### config.mk
export PLATFORM = sky130hd
export DESIGN_NAME = line_drawer
export DESIGN_NICKNAME = d
export VERILOG_FILES = /design/src/rtl/vga_pkg.sv /design/src/rtl/line_drawer.sv
export SDC_FILE = /design/constraint.sdc
export NUM_CORES = 1
export LEC_CHECK = 0
export ABC_AREA = 1
export BUFFER_PORTS_ARGS = -buffer_cell sky130_fd_sc_hd__buf_2
export CAP_MARGIN = 20
export CORE_ASPECT_RATIO = 1.5
export CORE_MARGIN = 10
export CORE_UTILIZATION = 45
export DETAILED_ROUTE_END_ITERATION = 8
export PLACE_DENSITY_LB_ADDON = 0.25
export SYNTH_ARGS = -nofsm -noshare
export SYNTH_HDL_FRONTEND = slang
export SYNTH_SLANG_ARGS = --single-unit
export TNS_END_PERCENT = 30
### constraint.sdc
create_clock -name i_clk -period 14.35 [get_ports i_clk]
set_input_delay 0.7175 -clock i_clk [delete_from_list [all_inputs] [get_ports i_clk]]
set_output_delay 0.7175 -clock i_clk [all_outputs]
set_load 0.01 [all_outputs]
### src/rtl/vga_pkg.sv
// Shared VGA definitions: default coordinate/colour widths, screen size and
// the line rasteriser state encoding.
package vga_pkg;

  localparam int X_W_DEF  = 9;
  localparam int Y_W_DEF  = 8;
  localparam int C_W_DEF  = 3;
  localparam int SCREEN_W = 320;
  localparam int SCREEN_H = 240;

  typedef enum logic [1:0] {
    IDLE = 2'd0,
    INIT = 2'd1,
    DRAW = 2'd2,
    DONE = 2'd3
  } line_state_t;

endpackage

### src/rtl/line_drawer.sv
// Bresenham line rasteriser: latches two endpoints and a colour, then emits
// one framebuffer pixel write per clock until the far endpoint is reached.
module line_drawer
  import vga_pkg::*;
#(
  parameter int X_W = X_W_DEF,
  parameter int Y_W = Y_W_DEF,
  parameter int C_W = C_W_DEF
) (
  input  logic           i_clk,
  input  logic           i_reset_n,
  input  logic           i_start,
  input  logic [X_W-1:0] i_x0,
  input  logic [Y_W-1:0] i_y0,
  input  logic [X_W-1:0] i_x1,
  input  logic [Y_W-1:0] i_y1,
  input  logic [C_W-1:0] i_color,
  output logic           o_busy,
  output logic           o_done,
  output logic           o_plot,
  output logic [X_W-1:0] o_x,
  output logic [Y_W-1:0] o_y,
  output logic [C_W-1:0] o_color
);

  // Coordinates after the steep swap need room for either axis.
  localparam int CW = (X_W > Y_W) ? X_W : Y_W;
  // Error term: one sign bit plus one headroom bit over dx/dy.
  localparam int EW = X_W + 2;

  function automatic logic [CW-1:0] abs_diff(input logic [CW-1:0] a,
                                             input logic [CW-1:0] b);
    return (a > b) ? (a - b) : (b - a);
  endfunction

  line_state_t state;

  logic [X_W-1:0]        x0_q, x1_q;
  logic [Y_W-1:0]        y0_q, y1_q;
  logic [C_W-1:0]        col_q;
  logic                  steep_q, yneg_q;
  logic [CW-1:0]         cx_q, cy_q, xe_q;
  logic [X_W-1:0]        dx_q, dy_q;
  logic signed [EW-1:0]  err_q;
  logic [X_W-1:0]        last_x;
  logic [Y_W-1:0]        last_y;
  logic [C_W-1:0]        last_c;

  logic [CW-1:0]         ex0, ey0, ex1, ey1;
  logic [CW-1:0]         sx0, sy0, sx1, sy1;
  logic [CW-1:0]         bx0, by0, bx1, by1;
  logic                  steep_c, swap_c;
  logic [X_W-1:0]        dx_c, dy_c;
  logic signed [EW-1:0]  err_init;
  logic signed [EW-1:0]  err_sum, err_next;
  logic                  ystep_c;
  logic [X_W-1:0]        pix_x;
  logic [Y_W-1:0]        pix_y;

  // Line setup from the latched endpoints: octant fold into a shallow,
  // left-to-right line and the initial Bresenham terms.
  always_comb begin
    ex0      = CW'(x0_q);
    ey0      = CW'(y0_q);
    ex1      = CW'(x1_q);
    ey1      = CW'(y1_q);
    steep_c  = abs_diff(ey0, ey1) > abs_diff(ex0, ex1);
    sx0      = steep_c ? ey0 : ex0;
    sy0      = steep_c ? ex0 : ey0;
    sx1      = steep_c ? ey1 : ex1;
    sy1      = steep_c ? ex1 : ey1;
    swap_c   = sx0 > sx1;
    bx0      = swap_c ? sx1 : sx0;
    by0      = swap_c ? sy1 : sy0;
    bx1      = swap_c ? sx0 : sx1;
    by1      = swap_c ? sy0 : sy1;
    dx_c     = X_W'(bx1 - bx0);
    dy_c     = X_W'(abs_diff(by0, by1));
    err_init = -$signed({2'b00, dx_c >> 1});
  end

  // Per-pixel error update and the un-folded pixel coordinate.
  always_comb begin
    err_sum  = err_q + $signed({2'b00, dy_q});
    ystep_c  = !err_sum[EW-1] && (err_sum != '0);
    err_next = ystep_c ? (err_sum - $signed({2'b00, dx_q})) : err_sum;
    pix_x    = steep_q ? X_W'(cy_q) : X_W'(cx_q);
    pix_y    = steep_q ? Y_W'(cx_q) : Y_W'(cy_q);
  end

  // FSM and Bresenham datapath; an async reset abandons any line in flight.
  always_ff @(posedge i_clk or negedge i_reset_n) begin
    if (!i_reset_n) begin
      state   <= IDLE;
      x0_q    <= '0;
      y0_q    <= '0;
      x1_q    <= '0;
      y1_q    <= '0;
      col_q   <= '0;
      steep_q <= 1'b0;
      yneg_q  <= 1'b0;
      cx_q    <= '0;
      cy_q    <= '0;
      xe_q    <= '0;
      dx_q    <= '0;
      dy_q    <= '0;
      err_q   <= '0;
      last_x  <= '0;
      last_y  <= '0;
      last_c  <= '0;
    end else begin
      case (state)
        IDLE: begin
          if (i_start) begin
            x0_q  <= i_x0;
            y0_q  <= i_y0;
            x1_q  <= i_x1;
            y1_q  <= i_y1;
            col_q <= i_color;
            state <= INIT;
          end
        end
        INIT: begin
          steep_q <= steep_c;
          yneg_q  <= !(by0 < by1);
          cx_q    <= bx0;
          cy_q    <= by0;
          xe_q    <= bx1;
          dx_q    <= dx_c;
          dy_q    <= dy_c;
          err_q   <= err_init;
          state   <= DRAW;
        end
        DRAW: begin
          last_x <= pix_x;
          last_y <= pix_y;
          last_c <= col_q;
          if (cx_q == xe_q) begin
            state <= DONE;
          end else begin
            cx_q  <= cx_q + 1'b1;
            err_q <= err_next;
            if (ystep_c) cy_q <= yneg_q ? (cy_q - 1'b1) : (cy_q + 1'b1);
          end
        end
        default: state <= IDLE;
      endcase
    end
  end

  // Status strobes decode the state; pixel outputs hold the last write.
  always_comb begin
    o_busy  = (state != IDLE);
    o_done  = (state == DONE);
    o_plot  = (state == DRAW);
    o_x     = o_plot ? pix_x : last_x;
    o_y     = o_plot ? pix_y : last_y;
    o_color = o_plot ? col_q : last_c;
  end

endmodule

# Word level (Yosys, flattened, before mapping)
# Index checks and enable logic that the tools add are counted.
# Widths: inputs -> output; s select.
dict set report totals {
  out_inout_bits 23
  wordCells 83
  input_bits 40
  reg_bits 117
}
dict set report op_classes {
  add_sub_neg 13
  n_mux 28
  n_lt_le_gt_ge 6
  n_reduce_logical 11
  n_eq_ne 8
}
# operator count
set op_table {}
lappend op_table {{$mux 9} 17}
lappend op_table {{$sub 9x9->9} 5}
lappend op_table {{$gt 9x9->1} 4}
lappend op_table {{$pmux 9 s2} 2}
lappend op_table {{$mux 11} 2}
lappend op_table {{$pmux 11 s2} 1}
lappend op_table {{$add 9x1->9 const B} 2}
lappend op_table {{$sub 8x8->9} 2}
lappend op_table {{$mux 8} 2}
lappend op_table {{$add 11x10->11} 1}
lappend op_table {{$neg 8->11} 1}
lappend op_table {{$reduce_bool 11->1} 1}
lappend op_table {{$sub 11x10->11} 1}
lappend op_table {{$eq 9x9->1} 1}
lappend op_table {{$lt 9x9->1} 1}
lappend op_table {{$sub 9x1->9 const B} 1}
lappend op_table {{$gt 8x8->1} 1}
lappend op_table {{$pmux 2 s3} 1}
lappend op_table {{$reduce_and 2->1} 3}
lappend op_table {{$eq 2x2->1 const B} 2}
lappend op_table {{$mux 2} 2}
lappend op_table {{$ne 2x1->1 const B} 2}
lappend op_table {{$ne 2x2->1 const B} 2}
lappend op_table {{$reduce_bool 2->1} 2}
lappend op_table {{other kinds (6)} 7}

# Logic depth before layout (Yosys ltp)
dict set report logic_depth {
  ltp_word 9
  ltp_mapped 56
  ltp_nobuf 49
}

# Worst setup path before layout
# No wires, ideal clock.
dict set report synth_timing {
  path_type {reg-to-reg}
  start {register y0_q[3]}
  end {register dy_q[5]}
  setup_slack_ps 6259
  synth_period_minus_slack_ps 8091
  t_arrival_ps 8026
  required_time_ps 14285
  path_buffers 10
  path_stages_with_launch 50
  setup_time_ps 65
  path_cell_list {dfrtp_1 -> inv_1 -> ha_1 -> clkbuf_1 -> nand2_1 -> or4_1 -> nand2_1 -> clkbuf_1 -> a21oi_1 -> a2111oi_0 -> ha_1 -> a21o_1 -> nor2_2 -> nand3_2 -> nand2_2 -> buf_6 -> clkbuf_1 -> clkbuf_1 -> [14 not listed] -> clkbuf_1 -> nand2_1 -> o21ai_0 -> inv_1 -> ha_1 -> a21oi_1 -> o21ai_0 -> nand2_1 -> o211ai_1 -> a21oi_1 -> o21bai_1 -> nand2_1 -> inv_1 -> or2_2 -> o221ai_1 -> xor2_1 -> nand2_1 -> nand2_1}
}
dict set report synth_between {
  elab_chain_cells 8
  word_cells_on_any_way 16
  classes_between {add/sub: 4; order compare: 4; mux: 8}
}
# element line
set synth_rtl {}
lappend synth_rtl {{start: declaration} line_drawer.sv:39} ;# logic [Y_W-1:0] y0_q, y1_q;
lappend synth_rtl {{start signal: assignment} line_drawer.sv:116} ;# y0_q <= i_y0;
lappend synth_rtl {{$sub 8x8->9 or $gt 8x8->1 (tied branches)} line_drawer.sv:33} ;# return (a > b) ? (a - b) : (b - a);
lappend synth_rtl {{$mux 9} line_drawer.sv:33}
lappend synth_rtl {{$gt 9x9->1} line_drawer.sv:67} ;# steep_c = abs_diff(ey0, ey1) > abs_diff(ex0, ex1);
lappend synth_rtl {{$mux 9, on equally long branches} {line_drawer.sv:68, line_drawer.sv:70}}
lappend synth_rtl {{$gt 9x9->1} line_drawer.sv:72} ;# swap_c = sx0 > sx1;
lappend synth_rtl {{$mux 9, on equally long branches} {line_drawer.sv:76, line_drawer.sv:74}}
lappend synth_rtl {{$sub 9x9->9 or $gt 9x9->1 (tied branches)} line_drawer.sv:33}
lappend synth_rtl {{$mux 9 (*)} line_drawer.sv:33}
lappend synth_rtl {{end signal: assignment} line_drawer.sv:130} ;# dy_q <= dy_c;
lappend synth_rtl {{end: declaration} line_drawer.sv:43} ;# logic [X_W-1:0] dx_q, dy_q;
# Mark *: on every way between the ends. The rest lies on a longest branch, timed or not.
# A chain may end at the register's enable or synchronous reset.

# Final worst setup path
dict set report layout_timing {
  start {register y0_q[2]}
  end {register dy_q[5]}
}
# Same word-level chain as after synthesis.

==> flow_summary.toml <==
[clock_network]
root_buffer = "clkbuf_16"
clock_path_buffers = 2
clk_latency_ns = 0.44
cts_tree = "done"
post_cts_resized = 0
hold_buffers = 0
clk_pin_slew_ns = 0.06
post_cts_buffers = 0
h-tree-depth = 4
cts_buffers = 17
cts.sinks = 117

[final_layout]
area.sequential_um2 = 2930
drive_above_1_share = 0.109
finalNetCount = 1571
nFillCells = 2221
num_antenna_cells = 0
area_growth_pct = 10.8
multi_input_area_um2 = 6120

[logic_synthesis]
syn_inst = 1387
ys_top_cells_by_area = "dfrtp_1 (29%), ha_1 (12%), nand2_1 (11%), o21ai_0 (7.5%), a21oi_1 (6.6%)"
synth-main-ff-cell = "dfrtp_1"
syn_nets = 1534
synth_area_um2 = 9930
synth_common_cells = "nand2_1 (291), inv_1 (174), o21ai_0 (148)"
synth_edf_count = 0
ys_ff_latch = 117
ys_warn_count = 0
ys_seq_area_frac = 0.295
yosysUniqueCellTypes = 50
synth_area_leader_cell = "dfrtp_1"
syn_area_per_cell_um2 = 7.16
async_reset_ff_frac = 1.00
yosysMostFrequentCell = "nand2_1"
synth_top_area_share = 0.295

[sta]
tightest_slew_ns = 1.02
finalSetupViolations = 0
fin_crit_sh = 0.672
slew_viol_final = 0
rsz0062_at_grt = "false"
period_minus_slack_ns = 9.65
fin_tns_setup_ns = 0
finalHoldViolCount = 0
max_freq_ghz = 0.104
skew_ns = 0.0158
relSlewSlack = 0.322

[global_route]
track_usage = 0.213
grt_max_degree = 72
grt_pass1_vias = 9184
grt.overflow.total = 0
grt_pass1_wl_mm = 48.0
grt_antenna_before_repair = 0

[drt]
wl_per_cell_um = 17.7
drc = 0
vias = 9253
first_iter_violations = 605
ant_nets = 0
first_pass_iters = 6
via_per_inst = 5.42
wl_mm = 30.3

[worst_setup_path]
critPathKind = "flop to flop"
rr_worst_depth = 41
r2r-end = "dy_q[5]"
arrival_ns = 9.96
end_kind = "flop"
cpPeakStageDelay_ns = 0.75
worstPathMaxFanout = 66
cp-start-kind = "flop"
critPathRequiredTime_ns = 14.66
reg2reg_slack_ns = 4.70
cp_top_family = "simple AND/OR/NAND/NOR gates"
path_common_cell = "nand2_1"
cp_slowest_cell = "nand2_2"
critPathBufInv = 3
reg2reg_from = "y0_q[2]"

[min_path]
min_path_type = "primary input to asynchronous set/reset pin"

[die]
die_y_um = 202
start_util = 0.457
die_w_um = 141
fp.dieArea_um2 = 28500
io_pins = 63
row_count = 66
core_area_um2 = 21700

[placed_design]
numPortBuffers = 62
gp_congestion = 0.999
dp.final_hpwl_mm = 24.1

[flow_run]
maxCapViolCount = 0

[status]
status = "finished, final reports clean"
[layout by cell type, fill, tap and decap left out, types with 3 or more instances in the layout]
cell | netlist | final
a31oi_1 | 6 | 6
xnor2_1 | 16 | 16
mux2i_1 | 4 | 4
nor2_2 | 5 | 5
nand3_1 | 50 | 50
inv_2 | 3 | 3
o21ai_0 | 148 | 148
clkbuf_16 | 0 | 17
o22ai_1 | 4 | 4
a21oi_1 | 131 | 131
a221oi_1 | 7 | 7
o31ai_1 | 3 | 3
a21o_1 | 6 | 6
buf_4 | 1 | 6
nor2_4 | 3 | 3
o21ai_2 | 3 | 3
a22oi_1 | 3 | 3
xor2_1 | 34 | 34
ha_1 | 98 | 97
nand4_1 | 6 | 6
inv_1 | 174 | 174
buf_2 | 2 | 61
o21bai_1 | 8 | 8
nand3_2 | 3 | 3
fa_1 | 9 | 9
clkinv_4 | 0 | 4
nor3_1 | 11 | 11
o221ai_1 | 4 | 4
nor2_1 | 127 | 127
nand2_2 | 18 | 19
mux2_2 | 5 | 5
o211ai_1 | 11 | 11
or2_2 | 6 | 6
nand2_1 | 291 | 290
nand2_4 | 5 | 5
o21ai_1 | 4 | 4
dfrtp_1 | 117 | 117
[per-layer routing]
layer  global-route usage  routed length, um  vias to the layer above
met2                0.385              15900                      220
met4                0.116               1510                        0
met3               0.0310               1240                       78
met1                0.229              11600                     4325
li1                     -                  -                     4630
met5                    0                  0                        -
[through the flow]
| step | std cells | hold slack [ns] | setup slack, ns | area, um2 | utilization |
|---|---|---|---|---|---|
| 2_1_floorplan | 1387 | 0.422 | 6.26 | 9930 | - |
| 4_1_cts | 1708 | 0.382 | 4.77 | 11000 | 0.506 |
| 3_5_place_dp | 1677 | 0.454 | 4.85 | 10400 | 0.479 |
| 5_1_grt | 1708 | 0.419 | 3.71 | 11000 | 0.506 |
| 6_report | 1708 | 0.364 | 4.70 | 11000 | 0.506 |
| 3_3_place_gp | 1677 | 0.449 | 4.93 | 10400 | 0.479 |
[kinds of logic (layout without fill, tap and decap cells)]
| family | after synthesis | in the layout | share of synthesized area |
|---|---|---|---|
| AO/OA/AOI/OAI | 343 | 343 | 0.189 |
| XOR/XNOR | 51 | 51 | 0.0458 |
| adder cells (fa/ha/maj) | 107 | 107 | 0.142 |
| buffers and inverters | 228 | 277 | 0.0891 |
| flip-flops | 117 | 117 | 0.295 |
| multiplexers | 9 | 9 | 0.00971 |
| AND/OR/NAND/NOR | 532 | 532 | 0.230 |
[cell type report]
type,count,area share
multi-input cells,1042,0.556
well taps,272,0.0309
clock inverters,13,0.0135
repair buffers,67,0.0319
inverters,179,0.0611
clock buffers,18,0.0399
flip-flops and latches,117,0.266
[flip-flops by register name (all words and copies together), names as in the netlist]
name / cells
ex1: 9
y1_q: 8
last_c: 3
yneg_q: 1
last_y: 8
dx_q: 9
last_x: 9
col_q: 3
err_q: 11
state: 2
xe_q: 9
cy_q: 9
y0_q: 8
steep_q: 1
ex0: 9
dy_q: 9
cx_q: 9
[worst max-delay path by stage]
| stage | startpoint | end | depth (start not counted) |
|---|---|---|---|
| finish | y0_q[2] | dy_q[5] | 41 |
| global route | y0_q[2] | dy_q[5] | 40 |
| CTS | y0_q[2] | dy_q[5] | 41 |
| detailed placement | y0_q[2] | dy_q[5] | 43 |
| global placement | y0_q[2] | dy_q[5] | 42 |
| floorplan | y0_q[3] | dy_q[5] | 49 |
Power is not shown: default switching activity piles up to over one toggle a cycle in this logic, so the estimate is an artifact.
